## config.mk

```make
export PLATFORM = sky130hd
export DESIGN_NAME = branch_predict_unit
export DESIGN_NICKNAME = d
export VERILOG_FILES = /design/src/rtl/branch_pkg.sv /design/src/rtl/branch_cond.sv /design/src/rtl/branch_predict_unit.sv
export SDC_FILE = /design/constraint.sdc
export NUM_CORES = 1
export LEC_CHECK = 0
export CAP_MARGIN = 20
export CORE_MARGIN = 1
export CORE_UTILIZATION = 53
export CTS_BUF_LIST = sky130_fd_sc_hd__clkbuf_8
export DETAILED_ROUTE_END_ITERATION = 12
export PLACE_DENSITY = 0.85
export SYNTH_ARGS = -nofsm -noshare
export SYNTH_HDL_FRONTEND = slang
export SYNTH_SLANG_ARGS = --single-unit
```

## constraint.sdc

```tcl
create_clock -name clk -period 8.8 [get_ports clk]
set_clock_uncertainty 0.2 [all_clocks]
set_input_delay 1.76 -clock clk [delete_from_list [all_inputs] [get_ports clk]]
set_output_delay 1.76 -clock clk [all_outputs]
set_load 0.02 [all_outputs]
```

## src/rtl/branch_pkg.sv

```systemverilog
// Shared definitions for the branch resolution / prediction blocks:
// BrOp field layout, conditional funct3 codes, 2-bit counter states.
package branch_pkg;

  // BrOp layout: [4] = jump, [3] = conditional, [2:0] = funct3
  localparam int BROP_W    = 5;
  localparam int BROP_JUMP = 4;
  localparam int BROP_COND = 3;

  localparam logic [2:0] F3_BEQ  = 3'b000;
  localparam logic [2:0] F3_BNE  = 3'b001;
  localparam logic [2:0] F3_BLT  = 3'b100;
  localparam logic [2:0] F3_BGE  = 3'b101;
  localparam logic [2:0] F3_BLTU = 3'b110;
  localparam logic [2:0] F3_BGEU = 3'b111;

  typedef enum logic [1:0] {
    SNT = 2'b00,
    WNT = 2'b01,
    WT  = 2'b10,
    ST  = 2'b11
  } ctr_e;

  // Move one step towards strongly-taken, holding at ST
  function automatic logic [1:0] satInc(input logic [1:0] c);
    if (c == ST) return c;
    return c + 2'd1;
  endfunction

  // Move one step towards strongly-not-taken, holding at SNT
  function automatic logic [1:0] satDec(input logic [1:0] c);
    if (c == SNT) return c;
    return c - 2'd1;
  endfunction

endpackage

```

## src/rtl/branch_cond.sv

```systemverilog
// Combinational branch condition evaluation from the 5-bit BrOp.
// Shared with the single-cycle datapath.
module branch_cond
  import branch_pkg::*;
#(
  parameter int XLEN = 32
) (
  input  logic [4:0]      brop,
  input  logic [XLEN-1:0] a,
  input  logic [XLEN-1:0] b,
  output logic            taken
);

  // Jumps always taken; conditionals decided by funct3; everything else not taken
  always_comb begin
    taken = 1'b0;
    if (brop[BROP_JUMP]) begin
      taken = 1'b1;
    end else if (brop[BROP_COND]) begin
      case (brop[2:0])
        F3_BEQ:  taken = (a == b);
        F3_BNE:  taken = (a != b);
        F3_BLT:  taken = ($signed(a) <  $signed(b));
        F3_BGE:  taken = ($signed(a) >= $signed(b));
        F3_BLTU: taken = (a <  b);
        F3_BGEU: taken = (a >= b);
        default: taken = 1'b0;
      endcase
    end
  end

endmodule

```

## src/rtl/branch_predict_unit.sv

```systemverilog
// Pipelined branch unit: IF-stage direction prediction from a 2-bit BHT,
// EX-stage resolution with a registered redirect, and saturating statistics.
//
// Handshake: ex_valid qualifies every ex_* input for exactly one cycle; there
// is no back-pressure. res_valid/res_mispredict are the registered copy of
// that qualifier one cycle later; res_taken/res_redirect_pc only change when
// a valid instruction resolves and otherwise hold.
module branch_predict_unit
  import branch_pkg::*;
#(
  parameter int XLEN      = 32,
  parameter int BHT_DEPTH = 64,
  parameter int PRED_MODE = 1,
  parameter int CNT_W     = 32
) (
  input  logic            clk,
  input  logic            rst,
  input  logic [XLEN-1:0] if_pc,
  output logic            if_pred_taken,
  input  logic            ex_valid,
  input  logic [4:0]      ex_brop,
  input  logic [XLEN-1:0] ex_a,
  input  logic [XLEN-1:0] ex_b,
  input  logic [XLEN-1:0] ex_pc,
  input  logic [XLEN-1:0] ex_target,
  input  logic            ex_pred_taken,
  output logic            res_valid,
  output logic            res_taken,
  output logic            res_mispredict,
  output logic [XLEN-1:0] res_redirect_pc,
  output logic [CNT_W-1:0] stat_branches,
  output logic [CNT_W-1:0] stat_mispredicts
);

  localparam int IDX_W = $clog2(BHT_DEPTH);

  logic            exTaken;
  logic            isBranch;
  logic            mispredict;
  logic [XLEN-1:0] redirectPc;

  branch_cond #(.XLEN(XLEN)) uCond (
    .brop  (ex_brop),
    .a     (ex_a),
    .b     (ex_b),
    .taken (exTaken)
  );

  // EX-stage classification and correct next PC (pc+4 wraps naturally)
  always_comb begin
    isBranch   = ex_brop[BROP_JUMP] | ex_brop[BROP_COND];
    mispredict = ex_valid && (exTaken != ex_pred_taken);
    redirectPc = exTaken ? ex_target : (ex_pc + XLEN'(4));
  end

  // Registered resolution; taken/redirect hold when EX is empty
  always_ff @(posedge clk or posedge rst) begin
    if (rst) begin
      res_valid       <= 1'b0;
      res_taken       <= 1'b0;
      res_mispredict  <= 1'b0;
      res_redirect_pc <= '0;
    end else begin
      res_valid      <= ex_valid;
      res_mispredict <= mispredict;
      if (ex_valid) begin
        res_taken       <= exTaken;
        res_redirect_pc <= redirectPc;
      end
    end
  end

  // Saturating branch and mispredict counters
  always_ff @(posedge clk or posedge rst) begin
    if (rst) begin
      stat_branches    <= '0;
      stat_mispredicts <= '0;
    end else begin
      if (ex_valid && isBranch && (stat_branches != '1))
        stat_branches <= stat_branches + CNT_W'(1);
      if (mispredict && (stat_mispredicts != '1))
        stat_mispredicts <= stat_mispredicts + CNT_W'(1);
    end
  end

  generate
    if (PRED_MODE == 1) begin : gBht
      logic [1:0]       bht [BHT_DEPTH];
      logic [IDX_W-1:0] ifIdx;
      logic [IDX_W-1:0] exIdx;
      logic             unusedPcBits;

      assign ifIdx         = if_pc[IDX_W+1:2];
      assign exIdx         = ex_pc[IDX_W+1:2];
      // Read is the pre-update value on a same-index write; no bypass
      assign if_pred_taken = bht[ifIdx][1];
      assign unusedPcBits  = ^{if_pc[XLEN-1:IDX_W+2], if_pc[1:0]};

      // Train the indexed counter on every valid jump/conditional
      always_ff @(posedge clk or posedge rst) begin
        if (rst) begin
          for (int i = 0; i < BHT_DEPTH; i++) bht[i] <= WNT;
        end else if (ex_valid && isBranch) begin
          bht[exIdx] <= exTaken ? satInc(bht[exIdx]) : satDec(bht[exIdx]);
        end
      end
    end else begin : gStatic
      logic unusedPcBits;
      assign unusedPcBits  = ^if_pc;
      assign if_pred_taken = 1'b0;
    end
  endgenerate

endmodule

```

==> results of run 1 <==
power breakdown:
part	total, mW	internal (mW)	switching (mW)
registers	1.25	1.17	0.0807
logic	0.580	0.281	0.300
clock network	1.05	0.599	0.446
total	2.88	2.05	0.826
worst max-delay path: stages:
cell and delay, ns:
sky130_fd_sc_hd__clkdlybuf4s50_1 0.81, sky130_fd_sc_hd__buf_8 0.24, sky130_fd_sc_hd__mux4_2 0.55, sky130_fd_sc_hd__mux4_2 0.49, sky130_fd_sc_hd__mux4_2 0.52, sky130_fd_sc_hd__clkdlybuf4s50_1 0.56
stage by stage:
stage | util | hold WS (ns) | total power, mW | instances | worst slack [ns]
2_1_floorplan | - | 0.298 | 1.57 | 1148 | 0.726
3_3_place_gp | 0.654 | 0.267 | 1.82 | 1663 | 1.66
3_5_place_dp | 0.654 | 0.274 | 1.84 | 1664 | 1.62
4_1_cts | 0.691 | 0.290 | 2.89 | 1734 | 1.60
5_1_grt | 0.693 | 0.306 | 3.00 | 1737 | 1.82
6_report | 0.693 | 0.286 | 2.88 | 1737 | 1.90
layout make-up:
type,instances,area [sq um]
Fill cell,1698,7200
Multi-Input combinational cell,824,6540
Sequential cell,227,5760
Timing Repair Buffer,253,2540
Clock buffer,50,688
Tap cell,319,399
Inverter,44,173
Clock inverter,20,165
flip-flops by register name, summed over array words and instances (netlist names):
name              cells
res_redirect_pc      32
res_mispredict        1
stat_branches        32
gBht.bht            128
res_taken             1
stat_mispredicts     32
res_valid             1
Yosys cell counts, drive strengths merged (4+ instances only):
| cell | number |
|---|---|
| a2111oi | 5 |
| a211oi | 4 |
| a21o | 7 |
| a21oi | 24 |
| a22oi | 61 |
| a31oi | 4 |
| a41oi | 14 |
| and2 | 9 |
| and3 | 18 |
| and3b | 4 |
| and4 | 15 |
| buf | 18 |
| clkbuf | 35 |
| dfrtp | 163 |
| dfstp | 64 |
| ha | 35 |
| inv | 44 |
| mux2 | 138 |
| mux2i | 25 |
| mux4 | 21 |
| nand2 | 73 |
| nand3 | 42 |
| nand4 | 28 |
| nor2 | 97 |
| nor3 | 9 |
| nor4 | 8 |
| o211ai | 7 |
| o21ai | 33 |
| or4 | 5 |
| xnor2 | 60 |
| xor2 | 30 |
cells by family after synthesis:
logic type / after synthesis / share of synthesized area
simple gates: 330 / 0.134
flops: 227 / 0.454
mux: 184 / 0.180
compound gates: 183 / 0.103
buf+inv: 97 / 0.0301
xor+xnor: 90 / 0.0622
fa+ha+maj: 37 / 0.0363
worst max-delay path by stage:
stage | startpoint | to | slack (ns)
finish | if_pc[2] | if_pred_taken | 1.90
global route | if_pc[2] | if_pred_taken | 1.82
CTS | if_pc[2] | if_pred_taken | 1.60
detailed placement | if_pc[2] | if_pred_taken | 1.62
global placement | if_pc[2] | if_pred_taken | 1.66
floorplan | rst | gBht.bht[101] | 0.73
layer usage:
| metal | up-vias | wire [microns] | share of wire | GRT usage |
|---|---|---|---|---|
| li1 | 4694 | - | - | - |
| met1 | 5192 | 13500 | 0.38 | 0.341 |
| met2 | 504 | 17300 | 0.49 | 0.482 |
| met3 | 119 | 2980 | 0.084 | 0.0678 |
| met4 | 0 | 1650 | 0.047 | 0.160 |
| met5 | - | 0 | 0 | 0 |
==> metrics list, run 1 <==
- Outcome: completed
* Maximum ir drop on the vdd rail: 112 uV
- Yosys attributes the largest share of cell area to sky130_fd_sc_hd__dfrtp_1 (32%), sky130_fd_sc_hd__dfstp_2 (13%), sky130_fd_sc_hd__mux2_2 (12%).
* Detailed-route wire length per cell: 20.4 microns
* Leakage dissipation: 7.02 nW
- Final hold violation count: 0
- Worst Setup Start Kind: input port
- The cell count after synthesis came out at 1148.
- The initial utilization of the core area, before any placement, comes to 0.540.
- Total core area: 0.0235 sq mm
- Number of synthesized flops with an enable pin: 0
* Cell area after placement: 0.0154 sq mm
* Total routing resource utilization after global routing: 0.288
* Library cell occupying the most area in the post-synthesis netlist: sky130_fd_sc_hd__dfrtp_1
* Fraction of the yosys area taken by sequential cells: 0.454
- The first global-routing pass estimated 55.2 mm of wire.
- Pin count of the biggest net entering global routing: 148
- Count of unresolved DRC violations after routing: 0
- Flip-flop and latch count after synthesis: 227
* Post-CTS clock slew at the launch and capture registers of the worst setup and hold paths: roughly 0.06 ns
* Antenna diodes: 0
- Routed Wire Length: approximately 35 mm
- Floorplan die width: between 150 and 200 microns
- For this run, the top clock speed supported by timing is approximately 140 MHz.
- For hold timing, the worst endpoint is res_redirect_pc[19].
* H-tree depth reported by CTS: 2
- Final setup violation count: 0
* Clock sink count: 227
- Clock buffers created by TritonCTS: 39
- Overflow after GRT: 0
- Terminus of the critical flop-to-flop path: gBht.bht[99]
- Count of synthesis-stage warnings from yosys: 0
- Of the cells placed in the final design, the portion with a size suffix greater than 1 is 0.218.
- Mean cell area of the mapped netlist: 11.0 sq um
- Net Count, Synth: 1352
- The worst hold path begins at res_redirect_pc[19].
- TritonCTS built the clock tree.
- Hold buffer count at CTS: 0
- Mean number of vias per cell: 6.05
- Cell depth of the worst hold path: 2
- Along the worst path, the maximum fanout reaches 10.
* Final design instance area without fill: 0.0163 sq mm
- The most used flip-flop cell after synthesis is sky130_fd_sc_hd__dfrtp_1.
- Summing every instance area after synthesis gives 0.0127 sq mm.
* Clock period minus worst slack: 6.90 ns
* Count of pins over their slew limit: 0
- The via count of the first global-routing pass is around 11000.
- In this run the remaining antenna-violating nets after routing total 0.
* Row cnt: 56
- Reg2reg setup slack: roughly 5.3 ns
- The tool flagged a number of max-cap violations equal to 0.
- Before antenna repair, the detailed router went through 7 iterations.
- Via total after detailed routing: 10500
* Commonest cells after routing, fill and taps aside: sky130_fd_sc_hd__clkdlybuf4s50_1 (242), sky130_fd_sc_hd__dfrtp_1 (163), sky130_fd_sc_hd__mux2_2 (138)
* Number of design-rule violations left by the first detailed-router iteration: around 770
- The library cell used most frequently in the layout, excluding fill and tap cells, is sky130_fd_sc_hd__clkdlybuf4s50_1.
- At the worst endpoint, the required time is 6.84 ns.
- Count of unique library cells instantiated by Yosys: 67
- Worst slew margin relative to its limit: 0.256
* Worst-margin pin slew: 1.12 ns
* Placer's final routability congestion estimate: 0.870
* Die Outline Area: 0.0245 sq mm
- TNS Setup: 0 ns
- Worst setup path class: input port to primary output
- Share of synthesized flip-flops with an asynchronous set or reset: 1.00
- Pin placement for this block handled 269 I/O pins.
* Nature of the critical path endpoint: primary output
- Fraction of the cycle the final worst path needs: 0.784
- The share of synthesized area in the top cell type comes to 0.322.
- Reg2reg start: gBht.bht[36]
- The initial antenna violation count is 0.
* Post-CTS repair timing setup buffer count: 0
- Unrepaired setup endpoints after global routing: no
- Clock latency reported for the late side of the worst-skew pair: 0.55 ns
- STA puts the critical path data arrival time at 4.94 ns.
- In this run the tool buffered the top-level ports with 242 buffer cells.
- The area growth from synthesis to layout is 28.3%.
- Dividing total power by cell area gives a power density of 177 mW/mm^2.
- Cts repair resizes: 0
- DPL Wire Length: 23.9 mm
- Maximum count of clock buffers along a single path: 3
- CTS placed an instance of sky130_fd_sc_hd__clkbuf_8 at the clock tree root.
- HP Class: flip-flop to flip-flop
* Final Net Count: 1593
- The floorplan step set the die height to 157 microns.
- Counting cells, the worst reg-to-reg path comes to 8.
Note: power is estimated with default switching activity, not from simulation.
==> inputs of run 2 (changes only) <==
- clock period: 8.8 -> 6.55 ns (I/O delays scaled with it)
==> metrics list, run 2 (synthesis results as in run 1) <==
- The starting density of the core came to 0.540 (unchanged).
- The number of hold-slack violations in the final timing report came to 0 (unchanged).
- Dividing the final minimum period by the clock period gives 0.878.
* Clock buffers created by TritonCTS: 40 (was 39)
- The final number of max-transition violations came to 0 (unchanged).
- Chip Height: 157 microns (unchanged)
* Power per unit of standard cell area: 237 mW/mm^2 (was 177 mW/mm^2)
- DPL Wire Length: 24.3 mm (was 23.9 mm)
- The number of buffers inserted for hold repair after clock tree synthesis was 0 (unchanged).
* Number of search-and-repair iterations in the first detailed-routing pass: 7 (unchanged)
- Wire length of the first global-routing pass: 55.6 mm (was 55.2 mm)
* Count of unresolved DRC violations after routing: 0 (unchanged)
* Clock latency reported for the late side of the worst-skew pair: 0.56 ns (was 0.55 ns)
* TNS Setup: 0 ns (unchanged)
* Utilization after layout: 0.694 (was 0.693)
- The type of destination of the critical path was a primary output (unchanged).
- The number of flip-flops under the largest register name is 128 (unchanged).
- Total core area: 0.0235 sq mm (unchanged)
* Number of design-rule violations left by the first detailed-router iteration: 617 (was 767)
- I/O pins: 269 (unchanged)
* Maximum fanout encountered on the critical timing path: 16 (was 10)
- Timing would allow up to 174 MHz.
- The maximum VDD drop was 152 uV (was 112 uV).
- Die Outline Area: 0.0245 sq mm (unchanged)
* Pin count of the biggest net entering global routing: 121 (was 148)
- The routed design could run at a clock period as short as ~5.7 ns.
* Routed Wire Length: 35.3 mm (was 35.4 mm)
* Maximum count of clock buffers along a single path: 3 (unchanged)
- The number of gates resized after CTS was 0 (unchanged).
- Count of input and output buffers: 242 (unchanged)
- Fraction of final layout cells with drive strength greater than 1: 0.221 (was 0.218)
* Detailed-route wire length per cell: 20.3 microns (was 20.4 microns)
- Row cnt: 56 (unchanged)
- The final layout net count came to 1598 (was 1593).
- Commonest cells after routing, fill and taps aside: sky130_fd_sc_hd__clkdlybuf4s50_1 (242), sky130_fd_sc_hd__dfrtp_1 (163), sky130_fd_sc_hd__mux2_2 (138) (unchanged)
- The required arrival time at the worst endpoint is 5.04 ns (was 6.84 ns).
- The clock sink count is 227 (unchanged).
- The static leakage came to 7.03 nW (was 7.02 nW).
- HP Class: flip-flop to flip-flop (unchanged)
- Worst slew margin relative to its limit: 0.358 (was 0.256)
- The via count normalized by instance count is 5.99 (was 6.05).
* Floorplan die width: 157 microns (unchanged)
- The overall via count from detail_route came to 10400 (was 10500).
* Most common cell after layout, fill and taps aside: sky130_fd_sc_hd__clkdlybuf4s50_1 (unchanged)
- Worst EP arrival: 4.24 ns (was 4.94 ns)
- Antenna diodes: 0 (unchanged)
* Unrepaired setup endpoints after global routing: no (unchanged)
* Clock tree from TritonCTS: done (unchanged)
* Layout area overhead: 28.5% (was 28.3%)
* Worst slack on hold paths: 0.283 ns (was 0.286 ns)
* Worst Setup Start Kind: input port (unchanged)
- Worst setup path class: input port to primary output (unchanged)
- Outcome: completed (unchanged)
- Post-route ant nets: 0 (unchanged)
- The cell chosen for the clock root is sky130_fd_sc_hd__clkbuf_8 (unchanged).
- The transition time at the pin with the least slew margin is 0.961 ns (was 1.12 ns).
- Register name with the most flops: gBht.bht (unchanged)
- The final global-route overflow total was 0 (unchanged).
- The via count of the first global-routing pass came to 10700 (was 10600).
- The final-report setup violation count was 0 (unchanged).
- H-tree depth reported by CTS: 2 (unchanged)
- Maximum capacitance violations: 0 (unchanged)
* Placer's final routability congestion estimate: 0.888 (was 0.870)
- Post-CTS clock slew at the launch and capture registers of the worst setup and hold paths: 0.05 ns (was 0.06 ns)
- The setup fix buffers added after clock tree synthesis is 0 (unchanged).
- Total routing resource utilization after global routing: 0.289 (was 0.288)
- Initial antenna violation count: 0 (unchanged)
run 2: path summary, 6_finish.rpt:
kind                                     start                    to  slack (ns)  cells after the start
setup / recovery                      if_pc[2]         if_pred_taken        0.80                      6
setup reg to reg                  gBht.bht[36]         gBht.bht[105]        3.17                      9
hold / removal             res_redirect_pc[15]   res_redirect_pc[15]        0.28                      2
max in group asynchronous                  rst  stat_mispredicts[13]        3.64                      3
hold reg to reg            res_redirect_pc[15]   res_redirect_pc[15]        0.28                      2
min in group asynchronous                  rst     stat_branches[31]        1.13                      2
run 2: per-stage QoR:
step / area, sq um / cells / setup WS, ns / total power [mW]
after CTS: 16300 / 1741 / 0.809 / 3.88
after floorplan: 12700 / 1148 / 1.25 / 2.11
after global placement: 15400 / 1670 / 0.815 / 2.45
after detailed placement: 15400 / 1670 / 0.829 / 2.48
final: 16300 / 1742 / 0.801 / 3.85
after global routing: 16300 / 1742 / 0.750 / 4.02
run 2: critical path, cell delays in order:
cell and delay (ns):
sky130_fd_sc_hd__clkdlybuf4s50_1 0.45, sky130_fd_sc_hd__buf_4 0.32, sky130_fd_sc_hd__mux4_2 0.58, sky130_fd_sc_hd__mux4_2 0.48
sky130_fd_sc_hd__mux4_2 0.53, sky130_fd_sc_hd__clkdlybuf4s50_1 0.56
run 2: metal layers:
metal  global-route usage  vias to the layer above  part of all wire
met1                0.346                     5160              0.39
met2                0.492                      450              0.49
met4                0.153                        0             0.047
met3               0.0582                      113             0.076
met5                    0                        -                 0
li1                     -                     4716                 -
run 2: where the power goes:
group          leakage, nW  internal, mW  total (mW)  switching, mW
Clock                0.482         0.788        1.39          0.599
Sequential            2.83          1.58        1.69          0.108
Combinational         3.72         0.378       0.782          0.404
run 2: layout make-up:
cell class,instances,area (sq um)
Timing Repair Buffer,257,2570
Multi-Input combinational cell,824,6540
Fill cell,1716,7180
Tap cell,319,399
Sequential cell,227,5760
Clock inverter,23,188
Inverter,44,169
Clock buffer,48,661
